## src/rtl/alu_seq_ctrl.sv

```systemverilog
// ---------------------------------------------------------------------------
// alu_seq_ctrl
//
// Operand-entry sequencer with a registered ALU for the board-level
// calculator. Button pulses walk the user through OP1 -> OP2 -> OPCODE ->
// RESULT, latching switch data at each stage. The commit in the OPCODE stage
// computes and registers result, flags and the error bit in one edge. A chain
// option feeds the last result back in as the next operand 1.
//
// Ports:
//   CLK100MHZ    in   1      system clock, 100 MHz
//   CPU_RESETN   in   1      asynchronous active-low reset
//   enter_p      in   1      one-cycle pulse: advance / commit
//   back_p       in   1      one-cycle pulse: step back one stage
//   chain        in   1      level: on enter in RESULT, result becomes op1
//   signed_mode  in   1      level: error source, 1 = V, 0 = C
//   sw           in   WIDTH  switch data for operand / opcode entry
//   op1          out  WIDTH  latched operand 1
//   op2          out  WIDTH  latched operand 2
//   opcode       out  OPW    latched opcode
//   result       out  WIDTH  registered ALU result
//   flags        out  4      {N,Z,C,V}, registered with result
//   err          out  1      registered error flag
//   res_valid    out  1      high while result/flags are valid
//   state        out  2      0=OP1, 1=OP2, 2=OPC, 3=RES
// ---------------------------------------------------------------------------
module alu_seq_ctrl #(
    parameter int WIDTH = 16,
    parameter int OPW   = 3,
    parameter int SHW   = $clog2(WIDTH)
) (
    input  logic             CLK100MHZ,
    input  logic             CPU_RESETN,
    input  logic             enter_p,
    input  logic             back_p,
    input  logic             chain,
    input  logic             signed_mode,
    input  logic [WIDTH-1:0] sw,
    output logic [WIDTH-1:0] op1,
    output logic [WIDTH-1:0] op2,
    output logic [OPW-1:0]   opcode,
    output logic [WIDTH-1:0] result,
    output logic [3:0]       flags,
    output logic             err,
    output logic             res_valid,
    output logic [1:0]       state
);

    typedef enum logic [1:0] {
        ST_OP1 = 2'd0,
        ST_OP2 = 2'd1,
        ST_OPC = 2'd2,
        ST_RES = 2'd3
    } state_e;

    // -----------------------------------------------------------------------
    // Reset synchroniser: assertion is immediate, release is aligned to the
    // clock two edges later so no flop sees a reset edge near the clock.
    // -----------------------------------------------------------------------
    logic [1:0] rst_sync_q;
    logic       rst_n_int;

    always_ff @(posedge CLK100MHZ or negedge CPU_RESETN) begin
        if (!CPU_RESETN) begin
            rst_sync_q <= 2'b00;
        end else begin
            rst_sync_q <= {rst_sync_q[0], 1'b1};
        end
    end

    assign rst_n_int = rst_sync_q[1];

    // -----------------------------------------------------------------------
    // State and data registers
    // -----------------------------------------------------------------------
    state_e           state_q;
    logic [WIDTH-1:0] op1_q;
    logic [WIDTH-1:0] op2_q;
    logic [OPW-1:0]   opcode_q;
    logic [WIDTH-1:0] result_q;
    logic [3:0]       flags_q;
    logic             err_q;
    logic             res_valid_q;

    // -----------------------------------------------------------------------
    // ALU: evaluated from the latched operands and the opcode currently on
    // the switches; only captured into result_q at the commit edge.
    // -----------------------------------------------------------------------
    logic [OPW-1:0]   opc_d;
    logic             opc_undef;
    logic [SHW-1:0]   sh_amt;
    logic [WIDTH:0]   add_full;
    logic [WIDTH-1:0] sub_res;
    logic [WIDTH:0]   shl_full;
    logic [WIDTH-1:0] result_d;
    logic             c_d;
    logic             v_d;
    logic [3:0]       flags_d;
    logic             err_d;

    // Signed overflow for add/sub from the sign bits of a, b and the result.
    // A subtract behaves like an add of -b, so b's sign is inverted.
    function automatic logic ovf(input logic a_msb, input logic b_msb,
                                 input logic r_msb, input logic is_sub);
        return (a_msb == (b_msb ^ is_sub)) && (r_msb != a_msb);
    endfunction

    assign opc_d  = sw[OPW-1:0];
    assign sh_amt = op2_q[SHW-1:0];

    // Opcodes beyond 7 only exist when the opcode field is wider than 3 bits.
    generate
        if (OPW > 3) begin : g_wide_opc
            assign opc_undef = |opc_d[OPW-1:3];
        end else begin : g_narrow_opc
            assign opc_undef = 1'b0;
        end
    endgenerate

    assign add_full = {1'b0, op1_q} + {1'b0, op2_q};
    assign sub_res  = op1_q - op2_q;
    // One extra MSB catches the last bit shifted out; it is 0 for a zero
    // shift and for shifts longer than the word.
    assign shl_full = {1'b0, op1_q} << sh_amt;

    always_comb begin
        result_d = '0;
        c_d      = 1'b0;
        v_d      = 1'b0;
        if (!opc_undef) begin
            case (opc_d[2:0])
                3'd0: begin
                    result_d = add_full[WIDTH-1:0];
                    c_d      = add_full[WIDTH];
                    v_d      = ovf(op1_q[WIDTH-1], op2_q[WIDTH-1],
                                   add_full[WIDTH-1], 1'b0);
                end
                3'd1: begin
                    result_d = sub_res;
                    c_d      = (op1_q < op2_q);
                    v_d      = ovf(op1_q[WIDTH-1], op2_q[WIDTH-1],
                                   sub_res[WIDTH-1], 1'b1);
                end
                3'd2: result_d = op1_q | op2_q;
                3'd3: result_d = op1_q & op2_q;
                3'd4: result_d = op1_q ^ op2_q;
                3'd5: begin
                    result_d = shl_full[WIDTH-1:0];
                    c_d      = shl_full[WIDTH];
                end
                3'd6: result_d = op1_q >> sh_amt;
                default: result_d = op1_q;
            endcase
        end
    end

    assign flags_d = {result_d[WIDTH-1], (result_d == '0), c_d, v_d};
    assign err_d   = opc_undef ? 1'b1 : (signed_mode ? v_d : c_d);

    // -----------------------------------------------------------------------
    // Sequencer. back_p has priority over enter_p in every state.
    // -----------------------------------------------------------------------
    always_ff @(posedge CLK100MHZ or negedge rst_n_int) begin
        if (!rst_n_int) begin
            state_q     <= ST_OP1;
            op1_q       <= '0;
            op2_q       <= '0;
            opcode_q    <= '0;
            result_q    <= '0;
            flags_q     <= '0;
            err_q       <= 1'b0;
            res_valid_q <= 1'b0;
        end else begin
            case (state_q)
                ST_OP1: begin
                    if (enter_p && !back_p) begin
                        op1_q   <= sw;
                        state_q <= ST_OP2;
                    end
                end
                ST_OP2: begin
                    if (back_p) begin
                        state_q <= ST_OP1;
                    end else if (enter_p) begin
                        op2_q   <= sw;
                        state_q <= ST_OPC;
                    end
                end
                ST_OPC: begin
                    if (back_p) begin
                        state_q <= ST_OP2;
                    end else if (enter_p) begin
                        opcode_q    <= opc_d;
                        result_q    <= result_d;
                        flags_q     <= flags_d;
                        err_q       <= err_d;
                        res_valid_q <= 1'b1;
                        state_q     <= ST_RES;
                    end
                end
                ST_RES: begin
                    if (back_p || enter_p) begin
                        // Any exit from RES invalidates the displayed result.
                        res_valid_q <= 1'b0;
                        result_q    <= '0;
                        flags_q     <= '0;
                        err_q       <= 1'b0;
                        if (back_p) begin
                            state_q <= ST_OPC;
                        end else if (chain) begin
                            op1_q   <= result_q;
                            op2_q   <= '0;
                            state_q <= ST_OP2;
                        end else begin
                            op1_q    <= '0;
                            op2_q    <= '0;
                            opcode_q <= '0;
                            state_q  <= ST_OP1;
                        end
                    end
                end
                default: state_q <= ST_OP1;
            endcase
        end
    end

    assign op1       = op1_q;
    assign op2       = op2_q;
    assign opcode    = opcode_q;
    assign result    = result_q;
    assign flags     = flags_q;
    assign err       = err_q;
    assign res_valid = res_valid_q;
    assign state     = state_q;

endmodule

```

## config.mk

```make
export PLATFORM = sky130hd
export DESIGN_NAME = alu_seq_ctrl
export DESIGN_NICKNAME = d
export VERILOG_FILES = /design/src/rtl/alu_seq_ctrl.sv
export SDC_FILE = /design/constraint.sdc
export NUM_CORES = 1
export LEC_CHECK = 0
export ABC_AREA = 1
export BUFFER_PORTS_ARGS = -buffer_cell sky130_fd_sc_hd__buf_2
export CORE_MARGIN = 10
export CORE_UTILIZATION = 38
export DETAILED_ROUTE_END_ITERATION = 10
export GPL_TIMING_DRIVEN = 0
export PLACE_DENSITY_LB_ADDON = 0.05
export SYNTH_ARGS = -nofsm -noshare
export SYNTH_HDL_FRONTEND = slang
export SYNTH_SLANG_ARGS = --single-unit
export TNS_END_PERCENT = 20
```

## constraint.sdc

```tcl
create_clock -name CLK100MHZ -period 2.2 [get_ports CLK100MHZ]
set_input_delay 0.44 -clock CLK100MHZ [delete_from_list [all_inputs] [get_ports CLK100MHZ]]
set_output_delay 0.44 -clock CLK100MHZ [all_outputs]
set_load 0.005 [all_outputs]
```

==> impl_metrics.json, run 1 <==
{
  "fp.dieH_um": 150.7,
  "die_x_um": 150.7,
  "grt_use_met3_pct": 4.532,
  "drtPass1Iterations": 5,
  "power.leakage_nw": 4.435,
  "maxCapViolations": 0,
  "overflow": 0,
  "status": "finished with violations",
  "synthCells": 1104,
  "drive_above_1_share_pct": 26.77,
  "area_growth_pct": 31.75,
  "grt_pass1_vias": 7560,
  "instances_no_fill": 1475,
  "cts-root-buf": "clkbuf_16",
  "wirelength_um": 28390,
  "synth_ff_type": "dfrtp_1",
  "synthTopCellsByArea": "dfrtp_1 23%, nand2_1 20%, nand3_1 13%, ha_1 9.5%, inv_1 7.4%",
  "finalCritPeriodShare_pct": 110.3,
  "syn_nets": 1177,
  "synth_cell_types": 32,
  "crit_type": "register to register",
  "io_buffers": 80,
  "cpPeakStageDelay_ps": 440,
  "cp_common_cell": "nand2_1",
  "crit_arrival_ps": 2690,
  "cts.sinks": 60,
  "met2_usage_pct": 36.04,
  "h-tree-depth": 3,
  "synth_area_leader_cell": "dfrtp_1",
  "hold_viol": 0,
  "finalSetupViolCount": 13,
  "top_usage_layer": "met2",
  "synthesis.area_sq_mm": 0.006487,
  "dp_hpwl_um": 22270,
  "viasPerCell": 5.411,
  "synth_top_cell_area_share_pct": 23.14,
  "fillers": 1797,
  "fp-row-count": 47,
  "path_clk_slew_ps": 50,
  "clk_latency_ps": 330,
  "fin_ws_ps": -226.2,
  "cp-start-kind": "register",
  "grtUsageTotal_pct": 24.61,
  "ant_nets": 0,
  "diodes": 0,
  "timing.hold.ws_ps": 244.7,
  "timing.final.max_slew_violations": 0,
  "power_w": 0.01494,
  "avgSynthCellArea_sq_um": 5.876,
  "tritoncts": "built",
  "wl_per_cell_um": 19.25,
  "grt_max_degree": 37,
  "fp.dieArea_sq_mm": 0.02270,
  "drtIter0Drc": 786,
  "async_flop_share_pct": 100.0,
  "synth_edf_count": 0,
  "critical_path.cell_chain": "inv_1 -> ha_1 -> buf_4 -> nand2_1 -> nand2_1 -> nand2_1 -> nand2_1 -> a21oi_2 -> or2_2 -> nand3_1 -> nand3_2 -> nand2_2 -> nand2_1 -> nor2_2 -> nand3_1 -> nand2_1",
  "finalClockSkew_ps": 4.896,
  "clk_path_buf_depth": 2,
  "rsz0062_at_grt": "yes",
  "groute.layer.met1.usage_pct": 34.44,
  "grt_pass1_wl_um": 43040,
  "power_density_mw_per_mm2": 1748,
  "coreArea_sq_mm": 0.01664,
  "synth-seq-area-share_pct": 23.14,
  "min_period_ps": 2426,
  "violations": "setup timing",
  "regArea_sq_mm": 0.001535,
  "end_kind": "register",
  "worstPathRequired_ps": 2470,
  "multi_input_area_sq_mm": 0.004747,
  "synth_most_common_cell": "nand2_1",
  "hp-class": "register to asynchronous set/reset pin",
  "vias": 7981,
  "io_pins": 81,
  "crit_path_max_fanout": 9,
  "clock.fmax_mhz": 412.2,
  "relSlewSlack_pct": 53.04,
  "ir_drop_v": 0.0007314,
  "ys_top_cells_by_count": "343 x nand2_1, 174 x nand3_1, 128 x inv_1, 95 x o21ai_0, 94 x nor2_1",
  "tns_ps": -1157,
  "yosys_warnings": 0,
  "numCtsBuffers": 9,
  "tightest_slew_ps": 701.8,
  "critical-path-slowest-cell": "dfrtp_2",
  "ys_seq_elements": 60,
  "numPlacedInstances": 1405,
  "nets": 1323,
  "fin_util_pct": 51.36,
  "antenna_found_initial": 0,
  "start_util_pct": 38.98,
  "routabilityCongestion": 0.9589,
  "drc": 0
}
## metrics by stage
stage / worst slack [ps] / instance area (sq um)
3_3_place_gp: -782.2 / 7192
4_1_cts: -201.5 / 8184
2_1_floorplan: 4.284 / 6516
5_1_grt: -417.0 / 8547
3_5_place_dp: -766.4 / 7213
6_report: -226.2 / 8547
## worst paths after layout
kind	from	end	slack, ps	cells after the start
setup / recovery	op2[5]	flags[2]	-230	16
hold / removal	rst_sync_q[1]	state[0]	240	0
setup reg to reg	op2[5]	flags[2]	-230	16
hold reg to reg	rst_sync_q[1]	state[0]	240	0
max in group asynchronous	rst_sync_q[1]	op2[11]	1360	1
min in group CLK100MHZ	rst_sync_q[0]	rst_sync_q[1]	350	0
## final cells by class
type                    instances  share of cell area [%]
plain buffers                  46                   3.704
clock buffers                  12                   2.884
clock inverters                 4                  0.5856
inverters                     133                   6.163
multi-input cells             864                   55.54
flip-flops and latches         60                   17.96
well taps                     220                   3.221
repair buffers                136                   9.940
## state kept, by name (all words and copies together), names as in the netlist
register / count
state: 2
err: 1
op2: 16
flags: 3
op1: 16
result: 16
rst_sync_q: 2
opcode: 3
res_valid: 1
## power breakdown
part | switching (W) | leakage [nW] | internal, W
sequential | 0.000503 | 0.729 | 0.00162
clock | 0.000482 | 0.139 | 0.000905
combinational | 0.00724 | 3.57 | 0.00418
total | 0.00823 | 4.43 | 0.00671
## kinds of logic after synthesis
group | synth area share (%)
and+or+nand+nor | 41.37
buffers and inverters | 11.13
AOI/OAI and AO/OA | 13.96
DFF | 23.14
adders and majority gates | 10.07
xor gates and xnor gates | 0.2701
other | 0.05780
## critical path: cells and delay by family (launching register included)
kind                       cells  cell delay, ps
and+or+nand+nor               12            1280
DFF                            1             440
buffers and inverters          2             290
adders and majority gates      1             290
AOI/OAI and AO/OA              1              50
## metal layers
metal,up-vias,wire [um]
met5,-,0
met4,0,1267
met3,59,2306
met2,347,11740
met1,3703,13080
li1,3872,-
## repair_timing
| action | in CTS | in global routing |
|---|---|---|
| cloned | 0 | 1 |
| hold endpoints to repair | 2 | 0 |
| setup endpoints to repair | 19 | 18 |
| resized for setup | 127 | 77 |
| buffers inserted | 36 | 17 |
| hold buffers | 1 | 0 |
| pin swaps | 34 | 28 |
## placed cells by master, fill, tap and decap left out, drive strengths merged
cell,instances
clkinv,2
a21oi,48
or2,3
a21o,3
a22o,1
xor2,2
o31ai,1
nand4,11
conb,1
o22ai,15
and2,2
o21ai,96
dfrtp,60
fa,2
clkbuf,32
buf,161
nor3,6
bufinv,1
o211ai,2
nor2,96
nand2,343
ha,49
dlygate4sd3,1
inv,132
o21bai,5
nand3,174
clkinvlp,2
nand3b,4
No activity file was read; power rests on OpenSTA's default activity.
==> run 2: changes to the inputs <==
Settings changed: ABC_AREA 1 to not set, BUFFER_PORTS_ARGS -buffer_cell sky130_fd_sc_hd__buf_2 to -buffer_cell sky130_fd_sc_hd__buf_4.
==> run 2 against run 1 <==
Compared with the run above:
- the run still ends with setup timing left
- routed wire length up 12%
- critical endpoint unchanged
- clock power fell by 4%
- combinational power is 20% higher
- sequential power up 4%
- critical path depth fell by 2
- sequential share of layout area shrank 1.7 points
- clock skew fell by 2.4 ps
- synthesized cell count down 21%
- critical path type unchanged
- design area is 9.0% higher
- maximum frequency shrank 29%
- power grew 16%
==> impl_metrics.json, run 2 <==
{
  "io_buffers": 80,
  "fp-row-count": 48,
  "violations": "setup timing",
  "status": "finished with violations",
  "finalClockSkew_ps": 2.539,
  "end_kind": "register",
  "p_switching_w": 0.008805,
  "fin_ws_ps": -1219,
  "place_ws_ps": -1869,
  "ant_nets": 0,
  "grt_pass1_vias": 7669,
  "finalCritPeriodShare_pct": 155.4,
  "wl_per_cell_um": 25.05,
  "clk_path_buf_depth": 2,
  "synth_area_leader_cell": "dfrtp_1",
  "synth_cell_types": 76,
  "syn_nets": 948,
  "drtPass1Iterations": 5,
  "combPwrFrac_pct": 79.5,
  "viasPerCell": 6.220,
  "seq_power_share_pct": 12.8,
  "cts.sinks": 60,
  "clock_power_share_pct": 7.7,
  "relSlewSlack_pct": 19.71,
  "overflow": 0,
  "ir_drop_v": 0.0008364,
  "fin_util_pct": 53.69,
  "start_util_pct": 38.83,
  "final_common_cell": "buf_4",
  "nets": 1109,
  "drtIter0Drc": 932,
  "async_flop_share_pct": 100.0,
  "routabilityCongestion": 0.9873,
  "crit_type": "register to register",
  "p_sw_share_pct": 50.96,
  "maxCapViolations": 0,
  "power_w": 0.01728,
  "min_period_ps": 3419,
  "worstPathRequired_ps": 2450,
  "synthTopCellsByArea": "dfrtp_1 22%, ha_1 9.1%, nand2_1 7.2%, mux4_2 5.7%, o21ai_0 5.2%",
  "diodes": 0,
  "fp.dieH_um": 153.2,
  "timing.final.max_slew_violations": 0,
  "synth_edf_count": 0,
  "rsz0062_at_grt": "yes",
  "h-tree-depth": 3,
  "ys_seq_elements": 60,
  "hp-class": "register to asynchronous set/reset pin",
  "synth-seq-area-share_pct": 22.28,
  "crit_path_max_fanout": 4,
  "fp.dieArea_sq_mm": 0.02346,
  "synth_most_common_cell": "nand2_1",
  "grt_pass1_wl_um": 47070,
  "crit_arrival_ps": 3670,
  "drive_above_1_share_pct": 32.76,
  "ys_top_cells_by_count": "130 x nand2_1, 70 x nor2_1, 70 x o21ai_0, 60 x dfrtp_1, 58 x a21oi_1",
  "cp-start-kind": "register",
  "dp_hpwl_um": 23390,
  "synthCells": 875,
  "hold_viol": 0,
  "die_x_um": 153.2,
  "finalSetupViolCount": 20,
  "grtUsageTotal_pct": 25.43,
  "path_clk_slew_ps": 50,
  "power.leakage_nw": 3.968,
  "yosys_warnings": 0,
  "numCtsBuffers": 9,
  "area_growth_pct": 38.26,
  "cts-root-buf": "clkbuf_16",
  "wirelength_um": 31720,
  "clock.fmax_mhz": 292.5,
  "tritoncts": "built",
  "power_density_mw_per_mm2": 1854,
  "avgSynthCellArea_sq_um": 7.703,
  "antenna_found_initial": 0,
  "synth_top_cell_area_share_pct": 22.28,
  "coreArea_sq_mm": 0.01736,
  "synth_ff_type": "dfrtp_1",
  "clk_latency_ps": 330,
  "timing.hold.ws_ps": 310.8,
  "io_pins": 81,
  "tns_ps": -12780,
  "grt_max_degree": 31,
  "synthesis.area_sq_mm": 0.006740,
  "final_cell_mix": "153 x buf_4, 130 x nand2_1, 65 x nor2_1",
  "internal-power_w": 0.008472,
  "tightest_slew_ps": 1195,
  "vias": 7874,
  "drc": 0
}
## run 2: layout make-up
| type | instances | area (sq um) |
|---|---|---|
| fillers | 1679 | 8038 |
| multi-input cells | 689 | 5281 |
| flip-flops and latches | 60 | 1519 |
| repair buffers | 153 | 1194 |
| plain buffers | 73 | 539.3 |
| well taps | 225 | 281.5 |
| clock buffers | 15 | 277.8 |
| inverters | 50 | 221.5 |
| clock inverters | 1 | 5.005 |
## run 2: final timing paths
| path | from | depth (start not counted) | slack [ps] | endpoint |
|---|---|---|---|---|
| worst max-delay path | op1[0] | 14 | -1220 | flags[2] |
| worst min-delay path | rst_sync_q[1] | 0 | 310 | op2[3] |
| worst max register to register | op1[0] | 14 | -1220 | flags[2] |
| worst min register to register | rst_sync_q[1] | 0 | 310 | op2[3] |
| max in group asynchronous | rst_sync_q[1] | 1 | 1290 | flags[0] |
| min in group CLK100MHZ | back_p | 2 | 330 | state[1] |
## run 2: kinds of logic after synthesis
family	after synthesis	synth area share, %
AO/OA/AOI/OAI	276	26.82
flip-flops	60	22.28
buffers and inverters	126	7.889
other	1	0.05564
adder cells (fa/ha/maj)	51	9.690
AND/OR/NAND/NOR	296	20.22
multiplexers	50	11.10
XOR/XNOR	15	1.949
## run 2: power groups by stage
stage	Sequential [W]	Clock, W	Combinational [W]
floorplan	0.00207	0	0.00685
global placement	0.00229	0	0.0103
detailed placement	0.00228	0	0.0102
CTS	0.00218	0.00135	0.0125
global route	0.00227	0.00139	0.0146
finish	0.00221	0.00133	0.0137
## run 2: repair_timing
item                                   4_1_cts  5_1_grt
hold buffers                                 1        0
endpoints found under the hold margin        2        0
pin swaps                                   35       30
setup endpoints to repair                   34       30
buffers inserted                            56       15
resized for setup                          122       50
## run 2: stage by stage
| stage | area, sq um | cells |
|---|---|---|
| floorplan | 6884 | 875 |
| global placement | 7766 | 1180 |
| detailed placement | 7792 | 1182 |
| CTS | 9016 | 1252 |
| global route | 9319 | 1266 |
| finish | 9319 | 1266 |
## run 2: metal layers
| metal | GRT usage (%) | share of wire (%) | vias to the layer above |
|---|---|---|---|
| met1 | 33.14 | 41 | 3782 |
| met4 | 9.628 | 3.4 | 0 |
| met2 | 38.76 | 44 | 480 |
| li1 | - | - | 3516 |
| met5 | 0 | 0 | - |
| met3 | 7.379 | 11 | 96 |
## run 2: worst max-delay path: stages, from the launching register on
cell and delay (ps):
dfrtp_2 470, inv_2 110, ha_4 150, inv_2 40, fa_2 360, xnor2_1 170, a311oi_1 330, o221ai_1 170
o32ai_2 230, buf_4 190, nand2_1 60, or4b_4 520, nor4b_4 270, nand4_1 120, o21ai_1 160
==> run 3: changes to the inputs <==
Clock period 2.2 ns to 3 ns, I/O delays scaled along.
==> run 3 against run 2 <==
Compared with the run above:
- the flow still finishes with violations (setup timing)
- critical path type unchanged
- combinational power shrank 31%
- worst hold slack lost 270 ps
- power shrank 30%
- maximum frequency grew 0.86%
- critical endpoint unchanged
- sequential power shrank 26%
- clock power shrank 25%
- die area is the same
- first-iteration DRC count grew 1.9%
- via count shrank 1.8%
- largest power group unchanged
- largest cell class unchanged
- count of clock-buffer cells in the layout shrank 4
==> impl_metrics.json, run 3 (synthesis gave the netlist of run 2 again) <==
{
  "status": "finished with violations",
  "violations": "setup timing",
  "finalCritPeriodShare_pct": 113.0,
  "antenna_found_initial": 1,
  "power_density_mw_per_mm2": 1338,
  "p_switching_w": 0.006174,
  "combPwrFrac_pct": 78.2,
  "crit_path_max_fanout": 3,
  "tritoncts": "built",
  "maxCapViolations": 0,
  "drtIter0Drc": 950,
  "crit_arrival_ps": 3640,
  "die_x_um": 153.2,
  "hold_buffers": 0,
  "coreArea_sq_mm": 0.01736,
  "fp.dieArea_sq_mm": 0.02346,
  "cts-root-buf": "clkbuf_16",
  "worstPathRequired_ps": 3250,
  "nets": 1084,
  "seq_power_share_pct": 13.5,
  "hp-class": "primary input to asynchronous set/reset pin",
  "numCtsBuffers": 9,
  "drtPass1Iterations": 6,
  "grt_pass1_wl_um": 45780,
  "cts.sinks": 60,
  "start_util_pct": 38.83,
  "fp-row-count": 48,
  "drive_above_1_share_pct": 30.31,
  "clk_path_buf_depth": 2,
  "routabilityCongestion": 0.9833,
  "path_clk_slew_ps": 50,
  "wl_per_cell_um": 24.48,
  "timing.final.max_slew_violations": 0,
  "grtUsageTotal_pct": 24.56,
  "cpPeakStageDelay_ps": 510,
  "drc": 0,
  "cp-start-kind": "register",
  "clock_power_share_pct": 8.3,
  "wirelength_um": 30380,
  "fin_util_pct": 51.82,
  "clock.fmax_mhz": 295.0,
  "hold_viol": 0,
  "viasPerCell": 6.230,
  "clk_latency_ps": 330,
  "finalSetupViolCount": 8,
  "final_common_cell": "nand2_1",
  "final_cell_mix": "130 x nand2_1, 128 x buf_4, 67 x o21ai_0",
  "crit_type": "register to register",
  "critical_path.cell_chain": "inv_2 -> ha_4 -> inv_2 -> fa_2 -> xnor2_2 -> a311oi_2 -> o221ai_2 -> o32ai_2 -> buf_4 -> nand2_1 -> or4b_4 -> nor4b_4 -> nand4_1 -> o21ai_2",
  "cp_top_family": "simple AND/OR/NAND/NOR gates",
  "cp_common_cell": "inv_2",
  "ir_drop_v": 0.0005751,
  "dp_hpwl_um": 22780,
  "relSlewSlack_pct": 11.35,
  "fin_ws_ps": -390.1,
  "tightest_slew_ps": 1320,
  "path_buf_inv": 3,
  "io_buffers": 80,
  "vias": 7732,
  "p_sw_share_pct": 51.29,
  "power_w": 0.01204,
  "finalClockSkew_ps": 6.755,
  "h-tree-depth": 3,
  "diodes": 0,
  "ant_nets": 0,
  "critical-path-slowest-cell": "or4b_4",
  "grt_pass1_vias": 7567,
  "rsz0062_at_grt": "yes",
  "overflow": 0,
  "power.leakage_nw": 3.810,
  "internal-power_w": 0.005863,
  "min_period_ps": 3390,
  "grt_max_degree": 40,
  "fillers": 1693,
  "io_pins": 81,
  "area_growth_pct": 33.43,
  "fp.dieH_um": 153.2,
  "end_kind": "register"
}
run 3: cell types whose count changed in the layout (fill, tap and decap cells not counted), sizes merged:
| cell | before | now |
|---|---|---|
| clkinv | 3 | 6 |
| buf | 185 | 155 |
| dlygate4sd3 | 1 | 0 |
| clkbuf | 55 | 57 |
| bufinv | 0 | 1 |
run 3: area by class of cell:
type	count	area (sq um)	share of cell area, %
clock inverter	5	52.55	0.5843
timing repair buffer	129	1008	11.21
multi-input combinational	689	5192	57.74
buffer	72	495.5	5.509
sequential	60	1518	16.88
tap	225	281.5	3.130
inverter	50	212.7	2.365
clock buffer	11	232.7	2.588
run 3: stage by stage:
step	cell area (sq um)	TNS, ps	hold WS [ps]	std cells	setup WS (ps)
floorplan	6777	0	304.4	875	4.020
global placement	7659	-11040	333.1	1180	-1173
detailed placement	7680	-10500	226.9	1181	-1095
CTS	8886	-566.0	33.90	1237	-346.3
global route	8994	-2298	35.44	1241	-547.8
finish	8994	-981.2	41.19	1241	-390.1
run 3: per-layer routing:
metal	vias to the layer above	share of wire [%]	track usage, %
met4	0	3.1	8.401
met2	474	44	37.07
li1	3460	-	-
met3	81	11	7.183
met1	3717	42	32.57
met5	-	0	0
run 3: repair_timing:
action / CTS / global route
gates resized for setup: 150 / 19
pin swaps: 30 / 20
endpoints found under the setup margin: 15 / 13
setup buffers: 44 / 4
run 3: worst paths after layout:
kind | startpoint | end | slack [ps] | cells past startpoint
setup reg to reg | op1[0] | flags[2] | -390 | 14
setup / recovery | op1[0] | flags[2] | -390 | 14
min in group CLK100MHZ | rst_sync_q[0] | rst_sync_q[1] | 350 | 0
hold / removal | CPU_RESETN | rst_sync_q[0] | 40 | 1
hold reg to reg | rst_sync_q[1] | op2[4] | 210 | 0
max in group asynchronous | rst_sync_q[1] | op1[12] | 2200 | 1
run 3: power groups by stage:
stage	combinational [W]	clock [W]	sequential, W
4_1_cts	0.00893	0.00101	0.00162
3_3_place_gp	0.00729	0	0.00167
3_5_place_dp	0.00726	0	0.00166
5_1_grt	0.0100	0.00105	0.00168
2_1_floorplan	0.00485	0	0.00151
6_report	0.00941	0.000998	0.00163
